### src/rtl/conv_par_serializer.sv
// conv_par_serializer: parallel-to-serial converter for the conv tree link.
// Takes one NUM_CH x DATA_W frame through a valid/ready handshake and emits it
// one bit per clock on SERIAL_OUT. An even-parity bit can be appended, and the
// bit order within each channel is selectable. Frames may be sent back-to-back
// with no gap between them.
//
// Handshake: a frame is accepted on a rising CLK edge where PAR_VALID and
// PAR_READY are both high. PAR_IN is sampled only on that edge. PAR_READY
// depends only on state, counter and RESET, never on PAR_VALID. Upstream must
// hold PAR_IN/PAR_VALID stable until the handshake completes.
module conv_par_serializer #(
  parameter int NUM_CH    = 2,
  parameter int DATA_W    = 8,
  parameter int MSB_FIRST = 1,
  parameter int PARITY_EN = 0
) (
  input  logic                     CLK,
  input  logic                     RESET,
  input  logic [NUM_CH*DATA_W-1:0] PAR_IN,
  input  logic                     PAR_VALID,
  output logic                     PAR_READY,
  output logic                     SERIAL_OUT,
  output logic                     SERIAL_VALID,
  output logic                     FRAME_START,
  output logic                     BUSY
);

  localparam int DATA_BITS = NUM_CH * DATA_W;
  localparam int FRAME_W   = DATA_BITS + PARITY_EN;
  localparam int CNT_W     = (FRAME_W > 1) ? $clog2(FRAME_W) : 1;
  localparam logic [CNT_W-1:0] LAST_CNT = CNT_W'(FRAME_W - 1);

  typedef enum logic {
    ST_IDLE  = 1'b0,
    ST_SHIFT = 1'b1
  } state_e;

  state_e               state_q, state_d;
  logic [CNT_W-1:0]     cnt_q, cnt_d;
  logic [FRAME_W-1:0]   sh_q, sh_d;
  logic                 fs_q, fs_d;
  logic [FRAME_W-1:0]   frame_load;
  logic                 accept;

  // Reorder PAR_IN into transmission order. The MSB of the shift register is
  // the bit sent first, so SERIAL_OUT can come straight from that flop.
  always_comb begin
    frame_load = '0;
    for (int c = 0; c < NUM_CH; c++) begin
      for (int j = 0; j < DATA_W; j++) begin
        if (MSB_FIRST != 0) begin
          frame_load[FRAME_W-1-(c*DATA_W+j)] = PAR_IN[c*DATA_W + (DATA_W-1-j)];
        end else begin
          frame_load[FRAME_W-1-(c*DATA_W+j)] = PAR_IN[c*DATA_W + j];
        end
      end
    end
    if (PARITY_EN != 0) begin
      frame_load[0] = ^PAR_IN;
    end
  end

  // Ready while idle, or during the last bit so the next frame follows with no gap.
  assign PAR_READY = !RESET && ((state_q == ST_IDLE) || (cnt_q == LAST_CNT));
  assign accept    = PAR_VALID && PAR_READY;

  // Next-state logic. The shift register is cleared when the block goes idle,
  // so SERIAL_OUT reads 0 whenever SERIAL_VALID is low.
  always_comb begin
    state_d = state_q;
    cnt_d   = cnt_q;
    sh_d    = sh_q;
    fs_d    = 1'b0;
    unique case (state_q)
      ST_IDLE: begin
        sh_d  = '0;
        cnt_d = '0;
        if (accept) begin
          sh_d    = frame_load;
          state_d = ST_SHIFT;
          fs_d    = 1'b1;
        end
      end
      ST_SHIFT: begin
        if (cnt_q != LAST_CNT) begin
          sh_d  = sh_q << 1;
          cnt_d = cnt_q + 1'b1;
        end else if (accept) begin
          sh_d  = frame_load;
          cnt_d = '0;
          fs_d  = 1'b1;
        end else begin
          sh_d    = '0;
          cnt_d   = '0;
          state_d = ST_IDLE;
        end
      end
      default: begin
        state_d = ST_IDLE;
        sh_d    = '0;
        cnt_d   = '0;
      end
    endcase
  end

  // State register. Reset is asynchronous, so an in-flight frame is dropped at once.
  always_ff @(posedge CLK or posedge RESET) begin
    if (RESET) begin
      state_q <= ST_IDLE;
      cnt_q   <= '0;
      sh_q    <= '0;
      fs_q    <= 1'b0;
    end else begin
      state_q <= state_d;
      cnt_q   <= cnt_d;
      sh_q    <= sh_d;
      fs_q    <= fs_d;
    end
  end

  assign SERIAL_OUT   = sh_q[FRAME_W-1];
  assign SERIAL_VALID = (state_q == ST_SHIFT);
  assign BUSY         = (state_q == ST_SHIFT);
  assign FRAME_START  = fs_q;

endmodule
### config.mk
export PLATFORM = sky130hd
export DESIGN_NAME = conv_par_serializer
export DESIGN_NICKNAME = d
export VERILOG_FILES = /design/src/rtl/conv_par_serializer.sv
export SDC_FILE = /design/constraint.sdc
export NUM_CORES = 1
export LEC_CHECK = 0
export CORE_UTILIZATION = 51
export CTS_BUF_LIST = sky130_fd_sc_hd__clkbuf_16
export DETAILED_ROUTE_END_ITERATION = 10
export PLACE_DENSITY = 0.82
export SETUP_SLACK_MARGIN = 0.5
export SYNTH_ARGS = -nofsm -noshare
export SYNTH_HDL_FRONTEND = slang
export SYNTH_SLANG_ARGS = --single-unit
### constraint.sdc
create_clock -name CLK -period 2.4 [get_ports CLK]
set_input_delay 0.48 -clock CLK [delete_from_list [all_inputs] [get_ports CLK]]
set_output_delay 0.48 -clock CLK [all_outputs]
set_load 0.02 [all_outputs]
==> results of run 1 <==
final timing paths:
path	to	from	depth (start not counted)	slack, ns
setup / recovery	BUSY	BUSY	1	0.55
setup reg to reg	sh_q[0]	cnt_q[0]	4	1.07
hold / removal	cnt_q[0]	cnt_q[0]	1	0.48
hold reg to reg	cnt_q[0]	cnt_q[0]	1	0.48
max in group asynchronous	sh_q[5]	RESET	3	1.55
min in group asynchronous	BUSY	RESET	3	0.64
final cells by class:
cell class	count	area, sq um
Clock buffer	3	75.1
Clock inverter	1	3.75
Fill cell	127	470
Inverter	17	63.8
Multi-Input combinational cell	45	310
Sequential cell	22	551
Tap cell	25	31.3
Timing Repair Buffer	25	240
Yosys cell counts, drive strengths merged, types with 2 or more instances:
library cell,instances,share of area
buf,4,0.041
nor2,2,0.0078
dfrtp,22,0.57
mux2i,15,0.16
nand2,17,0.074
and2,2,0.013
xor2,2,0.018
inv,17,0.066
a21oi,2,0.010
nand3,2,0.016
cells by family (layout without fill, tap and decap cells):
group	count (synthesis)	in the layout
flip-flops	22	22
AND/OR/NAND/NOR	25	25
XOR/XNOR	2	2
buffers and inverters	21	46
AO/OA/AOI/OAI	2	2
multiplexers	15	15
adder cells (fa/ha/maj)	1	1
flip-flops by register name, summed over array words and instances (netlist names):
register and cells:
sh_q 16, cnt_q 4, BUSY 1, FRAME_START 1
cells in the final DEF (no fill, tap or decap):
master	count
nand3_1	1
clkinv_1	1
nand2_1	16
and2_1	2
nand2_4	1
nand3_2	1
nor2b_1	1
clkbuf_16	3
buf_4	2
mux2i_1	15
clkdlybuf4s50_1	22
nor2_1	2
inv_1	17
buf_2	1
ha_1	1
dfrtp_1	22
xor2_1	2
and3_2	1
a21oi_1	2
metal layers:
metal,GRT usage,vias up
met4,0.109,0
met5,0,-
li1,-,316
met2,0.349,15
met3,0.0357,5
met1,0.257,301
power groups by stage:
stage / Clock (mW) / Sequential [mW] / Combinational (mW)
final: 0.349 / 0.561 / 0.411
after global routing: 0.363 / 0.574 / 0.451
after CTS: 0.351 / 0.562 / 0.418
after detailed placement: 0 / 0.569 / 0.415
after global placement: 0 / 0.560 / 0.407
after floorplan: 0 / 0.567 / 0.323
what timing repair did:
item	in CTS	in global routing
gates resized for setup	4	0
endpoints found under the setup margin	1	0
buffers inserted	0	0
metrics by stage:
| step | utilization | hold slack [ns] | setup WS, ns |
|---|---|---|---|
| global route | 0.730 | 0.495 | 0.520 |
| CTS | 0.730 | 0.482 | 0.558 |
| detailed placement | 0.688 | 0.474 | 0.253 |
| finish | 0.730 | 0.481 | 0.553 |
| floorplan | - | 0.430 | 0.887 |
| global placement | 0.688 | 0.447 | 0.277 |
==> flow_summary.toml, run 1 <==
[floorplan]
fp.dieW_um = 45.5
dieArea_sq_um = 2070
coreArea_sq_um = 1750
die_height_um = 45.5
placementRows = 15
start_util = 0.553
io_pins = 24

[synthesis]
synth_fp_nets = 108
yosys_warnings = 0
synth_area_sq_um = 965
netlist_instances = 88
avgSynthCellArea_sq_um = 11.0
ys_seq_area_frac = 0.571
synth_edf_count = 0
synth_simple_gate_area_share = 0.125
synth_top_family_by_area = "multiplexers"
synthMuxAreaShare = 0.156
synth_compound_area_frac = 0.0104
synth_seq_cells = 22
postSynth.topFlopCell = "dfrtp_1"
synthArstFlopShare = 1.00
synthAdderAreaFrac = 0.0130
synth.distinct_cells = 17
synthXorXnorAreaFrac = 0.0182

[cts]
clk_transition_reported_paths_ns = 0.06
cts_max_level = 1
clock_latency_ns = 0.25
cts_tree = "done"
cts.sinks = 22
cts_buffers = 3
cts_hold_buf = 0
root_buffer = "clkbuf_16"
cts_max_path_buffers = 2

[power_and_ir_drop]
pwr-share-seq = 0.424
fin_total_pwr_mw = 1.32
irDropWorstVdd_mv = 0.547
power.switching_mw = 0.400
internal_power_mw = 0.921
clkPwrFrac = 0.264
power_density_nw_per_um2 = 1040
p_leak_nw = 0.563
swShare = 0.303
p_comb_frac = 0.311

[routing]
wl_um = 1690
drtIter0Drc = 4
wl_met3_um = 50
dr.max_layer_used = "met4"
avgViaCountPerCell = 4.62
vias = 637
drtPass1Iterations = 4
drc = 0
wl_per_cell_um = 12.3
wl_met1_um = 740
antenna_left = 0
wl_met2_um = 864

[critical_path]
crit_path_max_fanout = 7
end_kind = "output port"
path_class = "flip-flop to output port"
worstPathArrival_ns = 1.37
cp-start-kind = "flip-flop"
crit_buf_inv = 1
cp.required_ns = 1.92
slowest_delay_ns = 0.65
slowest_stage = "clkdlybuf4s50_1"
cp_cell_sequence = "clkdlybuf4s50_1"
cp_top_family = "buffers and inverters"

[layout]
fin_cells = 138
area_growth_pct = 32.2
drive_above_1_share = 0.0796
diodes = 0
fin_area_sq_um = 1270
final_nets = 134

[timing]
rsz0062_at_grt = "no"
setup_viol = 0
worst_pin_slew_ns = 0.297
fmax_mhz = 541
clock_skew_ns = 0.00240
hold_viol = 0
fin_crit_sh = 0.770
slew-limit-headroom = 0.802
drv_slew = 0
setup_tns_ns = 0
period_needed_ns = 1.85

[placed_design]
placed_area_sq_um = 1200
gp_congestion = 0.676
port_buffers = 23
placed_cells = 134
hpwl_um = 1090

[grt]
overflow = 0
grt_max_degree = 23
track_usage = 0.209
first_global_vias = 668
grt_pass1_wl_um = 2930
antenna_found_initial = 0

[status]
status = "complete, no violations"

[job]
cap_violations = 0

[hold_path]
worstHoldPathType = "flip-flop to flip-flop"
Power figures use the tool's default switching activity.
==> run 2: changes to the inputs <==
CORE_UTILIZATION = 42   (was 51)
PLACE_DENSITY = 0.73   (was 0.82)
clock period = 1.6 ns   (was 2.4 ns; I/O delays follow)
==> flow_summary.toml, run 2 (synthesized netlist as in run 1, its figures left out) <==
[placed_design]
gp_congestion = 0.703
hpwl_um = 1150
placed_cells = 141
port_buffers = 23

[floorplan]
io_pins = 24
fp.dieW_um = 49.9
start_util = 0.468
coreArea_sq_um = 2060
placementRows = 16
die_height_um = 49.9
dieArea_sq_um = 2490

[grt]
overflow = 0
grt_pass1_wl_um = 3570
track_usage = 0.199
antenna_found_initial = 0
grt_max_degree = 23
first_global_vias = 746

[timing]
slew-limit-headroom = 0.817
setup_tns_ns = 0
setup_viol = 0
hold_viol = 0
clock_skew_ns = 0.00360
fin_crit_sh = 0.918
rsz0062_at_grt = "yes"
period_needed_ns = 1.47
worst_pin_slew_ns = 0.274
drv_slew = 0
fmax_mhz = 681

[routing]
avgViaCountPerCell = 4.64
wl_per_cell_um = 13.1
vias = 715
drtPass1Iterations = 4
drtIter0Drc = 4
wl_um = 2010
drc = 0
antenna_left = 0

[critical_path]
slowest_stage = "dfrtp_1"
slowest_delay_ns = 0.40
crit_path_max_fanout = 2
crit_buf_inv = 1
cp_cell_sequence = "ha_4 -> nand3_4 -> a21oi_4 -> buf_6"
cp-start-kind = "flip-flop"
cp.required_ns = 1.28
end_kind = "output port"
cp_top_family = "flip-flops"
worstPathArrival_ns = 1.15
path_class = "flip-flop to output port"

[power_and_ir_drop]
swShare = 0.333
power.switching_mw = 0.800
p_comb_frac = 0.421
pwr-share-seq = 0.359
p_leak_nw = 0.673
irDropWorstVdd_mv = 0.971
internal_power_mw = 1.60
clkPwrFrac = 0.220
power_density_nw_per_um2 = 1590

[cts]
clk_transition_reported_paths_ns = 0.06
cts_tree = "done"
cts_hold_buf = 0
root_buffer = "clkbuf_16"
cts_max_level = 1
clock_latency_ns = 0.25
cts_buffers = 3
cts.sinks = 22
cts_max_path_buffers = 2

[layout]
diodes = 0
area_growth_pct = 56.6
largest_reg_flops = 16
reg_top3 = "sh_q x16, cnt_q x4"
final_nets = 148
mostFrequentLayoutCells = "21 x dfrtp_1, 18 x inv_1, 17 x clkdlybuf4s50_1"
drive_above_1_share = 0.268
regMostFlops = "sh_q"
mostFrequentLayoutCell = "dfrtp_1"
fin_cells = 154

[status]
status = "complete, no violations"

[hold_path]
worstHoldPathType = "input pin to asynchronous set/reset pin"

[job]
cap_violations = 0
==> run 2: power by group through the flow <==
| stage | clock, mW | combinational (mW) | sequential, mW |
|---|---|---|---|
| floorplan | 0 | 0.524 | 0.885 |
| global placement | 0 | 0.710 | 0.859 |
| detailed placement | 0 | 0.736 | 0.867 |
| CTS | 0.531 | 0.967 | 0.864 |
| global route | 0.553 | 1.10 | 0.889 |
| finish | 0.528 | 1.01 | 0.864 |
==> run 2: worst register-to-register path, delay by kind of cell, from the launching register on <==
| family | cells | cell delay, ns |
|---|---|---|
| flip-flops | 1 | 0.40 |
| buffers and inverters | 3 | 0.40 |
| multiplexers | 1 | 0.23 |
| AND/OR/NAND/NOR | 2 | 0.18 |
| adder cells (fa/ha/maj) | 1 | 0.17 |
==> run 2: layout make-up <==
| class | count | area [sq um] |
|---|---|---|
| inverters | 17 | 63.8 |
| multi-input cells | 48 | 444 |
| fillers | 142 | 552 |
| repair buffers | 36 | 338 |
| clock inverters | 1 | 3.75 |
| clock buffers | 3 | 75.1 |
| well taps | 27 | 33.8 |
| flip-flops and latches | 22 | 552 |
==> run 2: worst paths after layout <==
check / start / end / slack [ns] / cells past startpoint
min in group CLK: sh_q[12] / sh_q[13] / 0.50 / 2
min reg2reg: sh_q[12] / sh_q[13] / 0.50 / 2
max in group asynchronous: RESET / BUSY / 0.94 / 4
max reg2reg: cnt_q[1] / sh_q[14] / 0.16 / 7
min: RESET / sh_q[1] / 0.42 / 4
max: cnt_q[1] / PAR_READY / 0.13 / 4
==> run 2: through the flow <==
step	utilization	power, mW	cell area [sq um]	setup WS (ns)	hold slack, ns
3_5_place_dp	0.622	1.60	1280	-0.239	0.492
6_report	0.732	2.40	1510	0.131	0.416
5_1_grt	0.732	2.54	1510	0.0675	0.475
3_3_place_gp	0.622	1.57	1280	-0.215	0.477
4_1_cts	0.722	2.36	1490	0.141	0.430
2_1_floorplan	-	1.41	1010	0.437	0.309
==> run 2: timing repair <==
item,CTS,global route
cloned,4,0
gates resized for setup,40,3
setup buffers,4,1
pin swaps,1,0
endpoints found under the setup margin,25,24
==> run 2: metal layers <==
metal	part of all wire	vias to the layer above	wire length [um]	track usage
met4	0.019	0	39	0.100
met1	0.43	339	874	0.258
met5	0	-	0	0
li1	-	351	-	-
met3	0.037	5	74	0.0278
met2	0.51	20	1020	0.322
==> run 3: changes to the inputs <==
CTS_CLUSTER_DIAMETER = 30   (was unset)
==> results of run 3 <==
Same layout as run 2: the final DEF is identical, and so are final timing and power.
